==> config.mk <==
export PLATFORM = sky130hd
export DESIGN_NAME = nes_testsrc
export DESIGN_NICKNAME = d
export VERILOG_FILES = /design/src/rtl/video_pkg.sv /design/src/rtl/nes_testsrc_color.sv /design/src/rtl/nes_testsrc.sv
export SDC_FILE = /design/constraint.sdc
export NUM_CORES = 1
export LEC_CHECK = 0
export BUFFER_PORTS_ARGS = -buffer_cell sky130_fd_sc_hd__buf_2
export CORE_UTILIZATION = 40
export DETAILED_ROUTE_END_ITERATION = 10
export PLACE_DENSITY = 0.59
export SYNTH_ARGS = -nofsm -noshare
export SYNTH_HDL_FRONTEND = slang
export SYNTH_SLANG_ARGS = --single-unit
==> constraint.sdc <==
create_clock -name clk_25MHz -period 8 [get_ports clk_25MHz]
set_clock_uncertainty 0.05 [all_clocks]
set_input_delay 0.8 -clock clk_25MHz [delete_from_list [all_inputs] [get_ports clk_25MHz]]
set_output_delay 0.8 -clock clk_25MHz [all_outputs]
set_load 0.01 [all_outputs]
==> src/rtl/video_pkg.sv <==
// -----------------------------------------------------------------------------
// video_pkg
// Shared definitions for the video test-pattern path:
//   - mode_t       : pattern mode encoding (MODE_BARS/CHECK/GRAD/GRID)
//   - C_FULL/HALF/QUARTER : 8-bit channel intensities used by the patterns
//   - bar_rgb()    : the 8-colour bar table, 8 bits per channel {R,G,B}
//   - window_origin(): offset that centres a scaled source inside a raster
// -----------------------------------------------------------------------------
package video_pkg;

   typedef enum logic [1:0] {
      MODE_BARS  = 2'd0,
      MODE_CHECK = 2'd1,
      MODE_GRAD  = 2'd2,
      MODE_GRID  = 2'd3
   } mode_t;

   localparam logic [7:0] C_FULL    = 8'hFF;
   localparam logic [7:0] C_HALF    = 8'h80;
   localparam logic [7:0] C_QUARTER = 8'h40;

   // Bar order: white, yellow, cyan, green, magenta, red, blue, black.
   function automatic logic [23:0] bar_rgb(input logic [2:0] idx);
      case (idx)
         3'd0:    bar_rgb = 24'hFFFFFF;
         3'd1:    bar_rgb = 24'hFFFF00;
         3'd2:    bar_rgb = 24'h00FFFF;
         3'd3:    bar_rgb = 24'h00FF00;
         3'd4:    bar_rgb = 24'hFF00FF;
         3'd5:    bar_rgb = 24'hFF0000;
         3'd6:    bar_rgb = 24'h0000FF;
         default: bar_rgb = 24'h000000;
      endcase
   endfunction

   // Left/top margin that centres src*scale pixels inside 'active' pixels.
   function automatic int window_origin(input int active, input int src, input int scale);
      return (active - src * scale) / 2;
   endfunction

endpackage

==> src/rtl/nes_testsrc_color.sv <==
// -----------------------------------------------------------------------------
// nes_testsrc_color
// Combinational colour generator for the test source, 8 bits per channel.
// Ports:
//   i_mode      : latched pattern mode
//   i_pat_x     : horizontal pattern coordinate (source column, possibly scrolled)
//   i_src_x_lsb : low 3 bits of the unscrolled source column (tile grid lines)
//   i_src_y     : source row
//   o_rgb       : {R,G,B}, 8 bits each
// -----------------------------------------------------------------------------
module nes_testsrc_color
   import video_pkg::*;
#(
   parameter int SRC_W = 256
) (
   input  mode_t       i_mode,
   input  logic [7:0]  i_pat_x,
   input  logic [2:0]  i_src_x_lsb,
   input  logic [7:0]  i_src_y,
   output logic [23:0] o_rgb
);

   localparam int BAR_COLS = SRC_W / 8;

   logic [7:0] w_bar_q;
   logic [2:0] w_bar_idx;

   // Pattern selection; a scrolled x beyond the last bar clamps to black.
   always_comb begin
      w_bar_q   = 8'(32'(i_pat_x) / BAR_COLS);
      w_bar_idx = (w_bar_q > 8'd7) ? 3'd7 : w_bar_q[2:0];
      o_rgb     = 24'h000000;
      case (i_mode)
         MODE_BARS: o_rgb = bar_rgb(w_bar_idx);
         MODE_CHECK: begin
            if (i_pat_x[3] ^ i_src_y[3]) o_rgb = {C_FULL, C_FULL, C_FULL};
            else                         o_rgb = 24'h000000;
         end
         MODE_GRAD: o_rgb = {i_pat_x, i_src_y, 8'h00};
         MODE_GRID: begin
            if ((i_src_x_lsb == 3'd0) || (i_src_y[2:0] == 3'd0))
               o_rgb = {C_HALF, C_HALF, C_HALF};
            else
               o_rgb = {16'h0000, C_QUARTER};
         end
         default: o_rgb = 24'h000000;
      endcase
   end

endmodule

==> src/rtl/nes_testsrc.sv <==
// -----------------------------------------------------------------------------
// nes_testsrc
// Test-pattern source for the HDMI path, standing in for the NES PPU. Places
// a SRC_W x SRC_H image, scaled by SCALE, centred in the ACTIVE_W x ACTIVE_H
// raster; BORDER_RGB outside the window. Advanced by the encoder's
// rd/newline/newframe handshake (priority newframe > newline > rd).
// Optional macro PATTERN_ANIM_EN: 8-bit frame counter scrolls modes 0-2.
// Ports:
//   clk_25MHz, rst (sync, active-high)
//   i_mode      : pattern select, latched at newframe
//   i_rd        : current pixel consumed, step one pixel
//   i_newline   : next line starts
//   i_newframe  : next frame starts
//   o_pixel     : {R,G,B} of the current position, BITS_PER_COLOR each
//   o_src_x/y   : source coordinates of the current position (0 outside)
//   o_in_window : current position lies inside the scaled window
// All outputs are registered and change on the same edge as the position.
// -----------------------------------------------------------------------------
module nes_testsrc
   import video_pkg::*;
#(
   parameter int          BITS_PER_COLOR = 8,
   parameter int          ACTIVE_W       = 640,
   parameter int          ACTIVE_H       = 480,
   parameter int          SRC_W          = 256,
   parameter int          SRC_H          = 240,
   parameter int          SCALE          = 2,
   parameter logic [23:0] BORDER_RGB     = 24'h000000
) (
   input  logic                          clk_25MHz,
   input  logic                          rst,
   input  logic [1:0]                    i_mode,
   input  logic                          i_rd,
   input  logic                          i_newline,
   input  logic                          i_newframe,
   output logic [3*BITS_PER_COLOR-1:0]   o_pixel,
   output logic [7:0]                    o_src_x,
   output logic [7:0]                    o_src_y,
   output logic                          o_in_window
);

   localparam int BPC   = BITS_PER_COLOR;
   localparam int HX_W  = $clog2(ACTIVE_W);
   localparam int HY_W  = $clog2(ACTIVE_H);
   localparam int SUB_W = (SCALE > 1) ? $clog2(SCALE) : 1;
   localparam int X0    = window_origin(ACTIVE_W, SRC_W, SCALE);
   localparam int Y0    = window_origin(ACTIVE_H, SRC_H, SCALE);

   localparam logic [31:0]      X0_U    = 32'(X0);
   localparam logic [31:0]      X1_U    = 32'(X0 + SRC_W * SCALE);
   localparam logic [31:0]      Y0_U    = 32'(Y0);
   localparam logic [31:0]      Y1_U    = 32'(Y0 + SRC_H * SCALE);
   localparam logic [HX_W-1:0]  HX_MAX  = HX_W'(ACTIVE_W - 1);
   localparam logic [HY_W-1:0]  HY_MAX  = HY_W'(ACTIVE_H - 1);
   localparam logic [HX_W-1:0]  HX_X0   = HX_W'(X0);
   localparam logic [HY_W-1:0]  HY_Y0   = HY_W'(Y0);
   localparam logic [SUB_W-1:0] SUB_MAX = SUB_W'(SCALE - 1);

   // 8-bit channel to BPC bits: left-justified when wider, top bits when narrower.
   function automatic logic [BPC-1:0] map8(input logic [7:0] v);
      return BPC'({v, {BPC{1'b0}}} >> 8);
   endfunction

   function automatic logic [3*BPC-1:0] map_rgb(input logic [23:0] c);
      return {map8(c[23:16]), map8(c[15:8]), map8(c[7:0])};
   endfunction

   localparam logic [3*BPC-1:0] BORDER_PIX = map_rgb(BORDER_RGB);

   // Position and sub-counter state.
   logic [HX_W-1:0]  r_hx, w_hx_nxt;
   logic [HY_W-1:0]  r_hy, w_hy_nxt;
   logic [SUB_W-1:0] r_xsub, w_xsub_nxt;
   logic [SUB_W-1:0] r_ysub, w_ysub_nxt;
   logic [7:0]       r_sx, w_sx_nxt;
   logic [7:0]       r_sy, w_sy_nxt;
   mode_t            r_mode, w_mode_nxt;
   logic             w_x_step, w_y_step;
   logic             w_in_x_nxt, w_in_y_nxt, w_in_win_nxt;
   logic [7:0]       w_pat_x;
   logic [23:0]      w_rgb;
   logic [3*BPC-1:0] w_pixel_nxt;
`ifdef PATTERN_ANIM_EN
   logic [7:0]       r_frame, w_frame_nxt;
`endif

   // Handshake decode: next raster position and latched mode.
   always_comb begin
      w_hx_nxt   = r_hx;
      w_hy_nxt   = r_hy;
      w_mode_nxt = r_mode;
      w_x_step   = 1'b0;
      w_y_step   = 1'b0;
`ifdef PATTERN_ANIM_EN
      w_frame_nxt = r_frame;
`endif
      if (i_newframe) begin
         w_hx_nxt   = '0;
         w_hy_nxt   = '0;
         w_mode_nxt = mode_t'(i_mode);
`ifdef PATTERN_ANIM_EN
         w_frame_nxt = r_frame + 8'd1;
`endif
      end else if (i_newline) begin
         w_hx_nxt = '0;
         if (r_hy != HY_MAX) begin
            w_hy_nxt = r_hy + HY_W'(1);
            w_y_step = 1'b1;
         end else begin
            w_hy_nxt = r_hy;
         end
      end else if (i_rd) begin
         if (r_hx != HX_MAX) begin
            w_hx_nxt = r_hx + HX_W'(1);
            w_x_step = 1'b1;
         end else begin
            w_hx_nxt = r_hx;
         end
      end else begin
         w_hx_nxt = r_hx;
      end
   end

   // Source column: restart at the window edge, step every SCALE pixels,
   // hold when the position did not move (overrun saturation).
   always_comb begin
      w_in_x_nxt = (32'(w_hx_nxt) >= X0_U) && (32'(w_hx_nxt) < X1_U);
      w_sx_nxt   = r_sx;
      w_xsub_nxt = r_xsub;
      if (!w_in_x_nxt || (w_hx_nxt == HX_X0)) begin
         w_sx_nxt   = 8'd0;
         w_xsub_nxt = '0;
      end else if (w_x_step) begin
         if (r_xsub == SUB_MAX) begin
            w_xsub_nxt = '0;
            w_sx_nxt   = r_sx + 8'd1;
         end else begin
            w_xsub_nxt = r_xsub + SUB_W'(1);
         end
      end else begin
         w_sx_nxt   = r_sx;
      end
   end

   // Source row: same scheme, stepped by newline.
   always_comb begin
      w_in_y_nxt = (32'(w_hy_nxt) >= Y0_U) && (32'(w_hy_nxt) < Y1_U);
      w_sy_nxt   = r_sy;
      w_ysub_nxt = r_ysub;
      if (!w_in_y_nxt || (w_hy_nxt == HY_Y0)) begin
         w_sy_nxt   = 8'd0;
         w_ysub_nxt = '0;
      end else if (w_y_step) begin
         if (r_ysub == SUB_MAX) begin
            w_ysub_nxt = '0;
            w_sy_nxt   = r_sy + 8'd1;
         end else begin
            w_ysub_nxt = r_ysub + SUB_W'(1);
         end
      end else begin
         w_sy_nxt   = r_sy;
      end
   end

   // Horizontal pattern coordinate; the grid mode uses the raw column instead.
   always_comb begin
`ifdef PATTERN_ANIM_EN
      w_pat_x = w_sx_nxt + w_frame_nxt;
`else
      w_pat_x = w_sx_nxt;
`endif
   end

   nes_testsrc_color #(
      .SRC_W (SRC_W)
   ) u_color (
      .i_mode      (w_mode_nxt),
      .i_pat_x     (w_pat_x),
      .i_src_x_lsb (w_sx_nxt[2:0]),
      .i_src_y     (w_sy_nxt),
      .o_rgb       (w_rgb)
   );

   // Output selection for the next position: pattern inside, border outside.
   always_comb begin
      w_in_win_nxt = w_in_x_nxt && w_in_y_nxt;
      if (w_in_win_nxt) w_pixel_nxt = map_rgb(w_rgb);
      else              w_pixel_nxt = BORDER_PIX;
   end

   // State and output registers, all updated on the same edge.
   always_ff @(posedge clk_25MHz) begin
      if (rst) begin
         r_hx        <= '0;
         r_hy        <= '0;
         r_xsub      <= '0;
         r_ysub      <= '0;
         r_sx        <= 8'd0;
         r_sy        <= 8'd0;
         r_mode      <= MODE_BARS;
         o_pixel     <= BORDER_PIX;
         o_src_x     <= 8'd0;
         o_src_y     <= 8'd0;
         o_in_window <= 1'b0;
`ifdef PATTERN_ANIM_EN
         r_frame     <= 8'd0;
`endif
      end else begin
         r_hx        <= w_hx_nxt;
         r_hy        <= w_hy_nxt;
         r_xsub      <= w_xsub_nxt;
         r_ysub      <= w_ysub_nxt;
         r_sx        <= w_sx_nxt;
         r_sy        <= w_sy_nxt;
         r_mode      <= w_mode_nxt;
         o_pixel     <= w_pixel_nxt;
         o_src_x     <= w_in_win_nxt ? w_sx_nxt : 8'd0;
         o_src_y     <= w_in_win_nxt ? w_sy_nxt : 8'd0;
         o_in_window <= w_in_win_nxt;
`ifdef PATTERN_ANIM_EN
         r_frame     <= w_frame_nxt;
`endif
      end
   end

endmodule

==> results of run 1 <==
[area by class of cell]
type	instances	area, um2	share of cell area (%)
Multi-Input combinational cell	279	1770	45.5
Inverter	8	30.0	0.773
Sequential cell	75	1500	38.6
Clock buffer	10	138	3.54
Tap cell	105	131	3.38
Clock inverter	6	72.6	1.87
Timing Repair Buffer	48	243	6.25
[metal layers]
metal	track usage, %	share of wire [%]
met1	23.9	48
met4	8.59	1.2
met5	0	0
met3	3.30	4.3
met2	28.8	47
[synthesized netlist by cell type (all sizes together) (3+ instances only)]
| master | count | area share, % |
|---|---|---|
| dfxtp | 75 | 44 |
| nor2 | 53 | 5.8 |
| nor3 | 27 | 4.4 |
| nand2 | 21 | 2.3 |
| xnor2 | 21 | 5.4 |
| a31oi | 16 | 3.1 |
| or3 | 15 | 2.7 |
| buf | 14 | 2.4 |
| nand3 | 14 | 2.2 |
| clkbuf | 13 | 1.5 |
| o21ai | 10 | 1.5 |
| mux2i | 9 | 2.6 |
| inv | 8 | 0.87 |
| nand4 | 8 | 1.5 |
| xor2 | 8 | 2.0 |
| a41oi | 6 | 1.5 |
| o21a | 5 | 1.1 |
| or2 | 5 | 0.91 |
| and2 | 4 | 0.73 |
| and3 | 4 | 0.73 |
| ha | 4 | 1.5 |
| nand2b | 4 | 0.73 |
| nor4 | 4 | 0.73 |
| a21oi | 3 | 0.44 |
| and4 | 3 | 0.77 |
| mux2 | 3 | 0.98 |
| o211ai | 3 | 0.66 |
[kinds of logic (layout without fill, tap and decap cells)]
family,count (synthesis),after routing,synth area share [%]
buf+inv,35,72,4.74
simple gates,173,173,26.2
fa+ha+maj,4,4,1.46
flops,75,75,43.7
xor+xnor,29,29,7.40
mux,12,12,3.61
compound gates,61,61,12.9
[sequential cells by signal (all words and copies together) (netlist names)]
signal and count:
r_mode 2, r_hy 9, r_hx 10, r_ysub 1, r_xsub 1, r_sy 8
o_src_y 8, o_src_x 8, o_pixel 19, o_in_window 1, r_sx 8
[power groups by stage]
| stage | registers (uW) | clock network (uW) | logic [uW] |
|---|---|---|---|
| finish | 375 | 305 | 31.9 |
| CTS | 375 | 314 | 31.7 |
| global placement | 384 | 0 | 31.1 |
| global route | 376 | 327 | 34.9 |
| floorplan | 384 | 0 | 23.6 |
| detailed placement | 384 | 0 | 31.6 |
[final timing paths]
path / from / to / slack (ps) / depth (start not counted)
min reg2reg: r_xsub$_SDFFE_PP0P_ / r_xsub$_SDFFE_PP0P_ / 510 / 2
max: r_hx[0]$_SDFF_PP0_ / o_pixel[8]$_SDFF_PP0_ / 4550 / 9
min: r_xsub$_SDFFE_PP0P_ / r_xsub$_SDFFE_PP0P_ / 510 / 2
max reg2reg: r_hx[0]$_SDFF_PP0_ / o_pixel[8]$_SDFF_PP0_ / 4550 / 9
[per-stage QoR]
step | power, uW | hold WS, ps | instances | util (%)
final | 713 | 514 | 531 | 47.0
after global placement | 415 | 492 | 515 | 44.5
after CTS | 721 | 518 | 531 | 47.0
after detailed placement | 416 | 503 | 515 | 44.5
after floorplan | 408 | 459 | 389 | -
after global routing | 738 | 540 | 531 | 47.0
[tightest hold or removal path, cell delays in order, from the launching register on]
cell and delay (ps):
dfxtp_1 340, xnor2_1 150, nor3_1 40
[layout by cell type, fill, tap and decap left out, types with 5 or more instances in the layout]
cell type	n
a41oi_1	6
dfxtp_1	75
xor2_1	8
o21ai_0	6
nand3_1	13
buf_2	47
nand2_1	21
clkbuf_8	10
nor2_1	53
inv_1	8
a31oi_1	15
o21a_1	5
nand4_1	8
nor3_1	24
mux2i_1	9
xnor2_1	21
or3_1	15
==> reports/results.ini, run 1 <==
[status]
status = finished, final reports clean

[drt]
drt_first_pass_iters = 4
wire_per_inst_um = 14.3
wl_mm = 7.61
vias_per_cell = 5.48
drtIter0Drc = 172
num_vias = 2909
final_antenna_net_count = 0
drc = 0

[floorplanning]
die_w_um = 94.6
die_y_um = 94.6
dieArea_um2 = 8960
core_region_area_um2 = 8260
ioPinCount = 48
start_util_pct = 41.6
rows = 33

[finish]
nNetsFinal = 432
drive_gt1_share_pct = 17.8
num_antenna_cells = 0
synthToLayoutAreaGrowth_pct = 13.2
fillerInstances = 835
design_area_um2 = 3880

[power_and_ir_drop]
ir_worst_vdd_v = 0.0000906
p_leak_uw = 0.00144
p_sw_share_pct = 24.4
p_comb_share_pct = 4.5
p_per_area_nw_per_um2 = 183
p_seq_share_pct = 52.7
pwr-share-clk_pct = 42.9
p_switching_uw = 174
p_int_uw = 539

[setup_path]
required_ps = 8130
critPathCaptureType = flop
path_buf_inv = 0
worst_path_max_delay_cell = a31oi_2
critPathLaunchType = flop
crit_type = flop to flop
cp.arrival_ps = 3580
critical-path-top-delay-family = compound AO/OA/AOI/OAI gates
slowest_delay_ps = 510
path_cells = ha_1, nand4bb_1, o31ai_1, mux2i_1, o2111ai_1, a211o_1, and3_1, a31oi_2, a41oi_1
critPathMaxFanout = 15

[yosys]
synth_fp_nets = 400
synth_area_um2 = 3430
synth_warnings = 0
synth_edf_count = 0
ys_ff_latch = 75
ys_types = 56
ys_seq_area_share_pct = 43.7
synth_area_per_cell_um2 = 8.83
synthFlopType = dfxtp_1
synthArstFlopShare_pct = 0
syn-instance-count = 389

[clocking]
cts_max_level = 3
clkTransAtPathRegs_ps = 80
clk-insertion-delay-late_ps = 350
cts_tree = built
clock_path_buffers = 2
cts_buffers = 9
cts-root-buf = clkbuf_8
ctsResizeCount = 0
postCtsSetupRepairBufs = 0
holdBufCountCts = 0
clock_sinks = 75

[sta]
grt_setup_unrepaired = false
period_share_pct = 43.1
max_freq_ghz = 0.290
finalHoldViolations = 0
setup_viol_count_final = 0
slew_headroom_pct = 26.3
worstMarginPinSlew_ps = 1110
finalCriticalPeriod_ps = 3450
worst_slack_ps = 4550
setup_tns_ps = 0
slew_viol_final = 0

[global_route]
grt_usage_pct = 18.2
grt_pass1_wl_mm = 12.6
grt_overflow = 0
grt_max_degree = 34
grt_pass1_vias = 2660
antenna_found_initial = 0

[min_path]
min_path_type = flop to flop

[run]
cap_violations = 0

[placed_design]
portBuffers = 47
place_area_um2 = 3670
dp_hpwl_mm = 5.42
place_congestion = 0.860
pre_cts_slack_ps = 4290

No activity file was read; power rests on OpenSTA's default activity.
==> run 2: changes to the inputs <==
--- a/config.mk
+++ b/config.mk
@@ -5,6 +5,7 @@
 export SDC_FILE = /design/constraint.sdc
 export NUM_CORES = 1
 export LEC_CHECK = 0
+export ABC_AREA = 1
 export BUFFER_PORTS_ARGS = -buffer_cell sky130_fd_sc_hd__buf_2
 export CORE_UTILIZATION = 40
 export DETAILED_ROUTE_END_ITERATION = 10
==> constraint.sdc (replaced) <==
create_clock -name clk_25MHz -period 3.2 [get_ports clk_25MHz]
set_clock_uncertainty 0.05 [all_clocks]
set_input_delay 0.32 -clock clk_25MHz [delete_from_list [all_inputs] [get_ports clk_25MHz]]
set_output_delay 0.32 -clock clk_25MHz [all_outputs]
set_load 0.01 [all_outputs]
==> reports/results.ini, run 2 <==
[run]
cap_violations = 0  ; unchanged

[setup_path]
r2r_slack_ps = 610  ; -3940 ps
critPathMaxFanout = 17  ; +2
required_ps = 3380  ; -4750 ps
critPathLaunchType = flop
reg2regPathDepth = 16  ; +7
reg2reg_from = r_hx[0]$_SDFF_PP0_
critPathCaptureType = flop
cp.arrival_ps = 2760  ; -820 ps
crit_type = flop to flop
r2r-end = o_pixel[7]$_SDFF_PP0_

[placed_design]
dp_hpwl_mm = 5.87  ; +8.2%
portBuffers = 47  ; unchanged
place_congestion = 0.841  ; -2.2%
pre_cts_slack_ps = 626  ; -3660 ps

[finish]
nNetsFinal = 562  ; +30%
num_antenna_cells = 0  ; unchanged
multi_input_area_um2 = 1830  ; +3.3%
mostFrequentLayoutCells = 101 x nand2_1, 88 x nor2_1, 75 x dfxtp_1, 55 x inv_1, 47 x buf_2
largest_register_ffs = 19  ; unchanged
final_common_cell = nand2_1
fillerInstances = 895  ; +7.2%
register_area_um2 = 1500  ; unchanged
reg_top3 = o_pixel (19), r_hx (10), r_hy (9)
drive_gt1_share_pct = 21.0  ; +3.2 points
largest-register = o_pixel
synthToLayoutAreaGrowth_pct = 13.1  ; about the same

[sta]
grt_setup_unrepaired = false
finalHoldViolations = 0  ; unchanged
finalCriticalPeriod_ps = 2590  ; -862 ps
period_share_pct = 80.9  ; +38 points
worstMarginPinSlew_ps = 585  ; -521 ps
setup_tns_ps = 0  ; unchanged
slew_viol_final = 0  ; unchanged
worst_slack_ps = 612  ; -3940 ps
setup_viol_count_final = 0  ; unchanged
slew_headroom_pct = 60.9  ; +35 points
max_freq_ghz = 0.386  ; +33%

[yosys]
post-synth-top-count-cell = nand2_1
synth_largest_area_cell = dfxtp_1
synth_fp_nets = 522  ; +31%
syn-instance-count = 511  ; +31%
synth_edf_count = 0  ; unchanged
synth-xor-area-share_pct = 3.31  ; -4.1 points
synthAdderAreaFrac_pct = 1.35  ; -0.11 points
synth_top_area_share_pct = 40.6  ; -3.2 points
ys_ff_latch = 75  ; unchanged
synthArstFlopShare_pct = 0  ; unchanged
synth_area_um2 = 3700  ; +7.8%
synth_common_cells = 101 x nand2_1, 88 x nor2_1, 75 x dfxtp_1
synth_warnings = 0  ; unchanged
ys_seq_area_share_pct = 40.6  ; -3.2 points
synthTopCellsByArea = dfxtp_1 41%, nand2_1 10%, nor2_1 8.9%
synth_simple_gate_area_share_pct = 39.2  ; +13 points
ys_types = 39  ; -30%
synth_mux_area_share_pct = 0.270  ; -3.3 points
synth_compound_area_share_pct = 5.20  ; -7.7 points
synth_area_per_cell_um2 = 7.25  ; -18%
synth_top_family_by_area = simple AND/OR/NAND/NOR gates
synthFlopType = dfxtp_1

[global_route]
antenna_found_initial = 0  ; unchanged
grt_overflow = 0  ; unchanged
grt_pass1_wl_mm = 13.4  ; +6.4%
grt_max_degree = 40  ; +18%
grt_pass1_vias = 2989  ; +12%
grt_usage_pct = 17.4  ; -0.82 points

[clocking]
holdBufCountCts = 0  ; unchanged
clkTransAtPathRegs_ps = 80  ; about the same
cts_tree = built
clock_path_buffers = 2  ; unchanged
cts_max_level = 3  ; unchanged
clk-insertion-delay-late_ps = 350  ; about the same
ctsResizeCount = 0  ; unchanged
clock_sinks = 75  ; unchanged
postCtsSetupRepairBufs = 0  ; unchanged
cts_buffers = 9  ; unchanged
cts-root-buf = clkbuf_8

[drt]
drtIter0Drc = 134  ; -22%
vias_per_cell = 4.87  ; -11%
highest_layer = met4
wl_mm = 7.86  ; +3.3%
drc = 1  ; +1
wl_met1_mm = 3.83  ; +5.4%
drt_first_pass_iters = 9  ; +5
final_antenna_net_count = 0  ; unchanged
wl_met3_um = 280  ; -15%
num_vias = 3234  ; +11%
wl_met2_mm = 3.63  ; +2.1%
wire_per_inst_um = 11.8  ; -17%

[status]
violations = design-rule violations
status = complete, but fails checks

[power_and_ir_drop]
p_int_uw = 1450  ; +170%
p_sw_share_pct = 24.7  ; +0.29 points
p_switching_uw = 475  ; +170%
p_comb_share_pct = 6.7  ; +2.2 points
p_per_area_nw_per_um2 = 460  ; +150%
p_seq_share_pct = 49.3  ; -3.4 points
pwr-share-clk_pct = 44.0  ; +1.1 points
ir_worst_vdd_v = 0.000181  ; +100%
p_leak_uw = 0.00191  ; +32%

[floorplanning]
rows = 34  ; +3.0%
ioPinCount = 48  ; unchanged
dieArea_um2 = 9640  ; +7.7%
core_region_area_um2 = 8850  ; +7.2%
die_y_um = 98.2  ; +3.8%
die_w_um = 98.2  ; +3.8%
start_util_pct = 41.8  ; +0.27 points

[min_path]
hold_path_startpoint = rst
min_path_type = input port to flop
holdPathEnd = o_in_window$_SDFF_PP0_
hold_depth = 2  ; unchanged

## run 2: changes by cell type after synthesis, sizes merged, moves of 5 or more
| cell | before | now |
|---|---|---|
| a31oi | 16 | 11 |
| a41oi | 6 | 0 |
| clkbuf | 13 | 5 |
| inv | 8 | 63 |
| mux2i | 9 | 1 |
| nand2 | 21 | 112 |
| nand3 | 14 | 53 |
| nand4 | 8 | 15 |
| nor2 | 53 | 108 |
| nor3 | 27 | 4 |
| or3 | 15 | 0 |
| xnor2 | 21 | 8 |
## run 2: area by class of cell
| cell class | count | share of cell area, % |
|---|---|---|
| Multi-Input combinational cell | 352 | 43.6 |
| Inverter | 64 | 5.74 |
| Sequential cell | 75 | 35.9 |
| Tap cell | 108 | 3.23 |
| Clock inverter | 6 | 2.30 |
| Timing Repair Buffer | 49 | 5.98 |
| Clock buffer | 10 | 3.29 |
## run 2: per-layer routing
metal	vias to the layer above	GRT usage, %
met2	53	28.7
met1	1472	22.5
met3	10	2.86
met4	0	7.35
met5	-	0
li1	1699	-
## run 2: cell families after synthesis
kind of cell             count (synthesis)
XOR/XNOR                                14
buffers and inverters                   84
multiplexers                             1
AND/OR/NAND/NOR                        301
flip-flops                              75
AO/OA/AOI/OAI                           32
adder cells (fa/ha/maj)                  4
## run 2: metrics by stage
step	instances	instance area [um2]	power, uW	utilization, %	hold slack (ps)
after CTS	664	4190	1950	47.3	174
final	664	4190	1930	47.3	186
after global placement	648	3950	1100	44.7	496
after global routing	664	4190	2010	47.3	172
after detailed placement	648	3950	1100	44.7	498
after floorplan	511	3700	1070	-	355
## run 2: worst max-delay path by stage
stage	slack, ps	cells after the start	endpoint	start
final	610	16	o_pixel[7]$_SDFF_PP0_	r_hx[0]$_SDFF_PP0_
after global routing	270	16	o_pixel[7]$_SDFF_PP0_	r_hx[0]$_SDFF_PP0_
after CTS	590	15	o_pixel[6]$_SDFF_PP0_	r_hx[0]$_SDFF_PP0_
after detailed placement	630	16	o_pixel[7]$_SDFF_PP0_	r_hx[0]$_SDFF_PP0_
after global placement	650	15	o_pixel[14]$_SDFF_PP0_	r_hx[0]$_SDFF_PP0_
after floorplan	1010	14	o_pixel[14]$_SDFF_PP0_	r_hx[0]$_SDFF_PP0_
## run 2: power groups by stage
stage	Sequential [uW]	Clock (uW)	Combinational [uW]
final	950	848	129
after global routing	952	909	145
after CTS	950	871	129
after detailed placement	972	0	129
after global placement	972	0	127
after floorplan	972	0	101
## run 2: critical path: stages, from the launching register on
cell and delay (ps):
dfxtp_1 410, ha_1 280, nand3_4 140, inv_2 100, nand3_4 140, nand2_2 130
nand2_1 50, nand3_1 130, nand2_1 70, nor2_1 120, nand3_1 180, nand3_2 170
nand2_2 80, nand3_4 180, nand2_1 80, nand2_1 100, o21ai_1 70
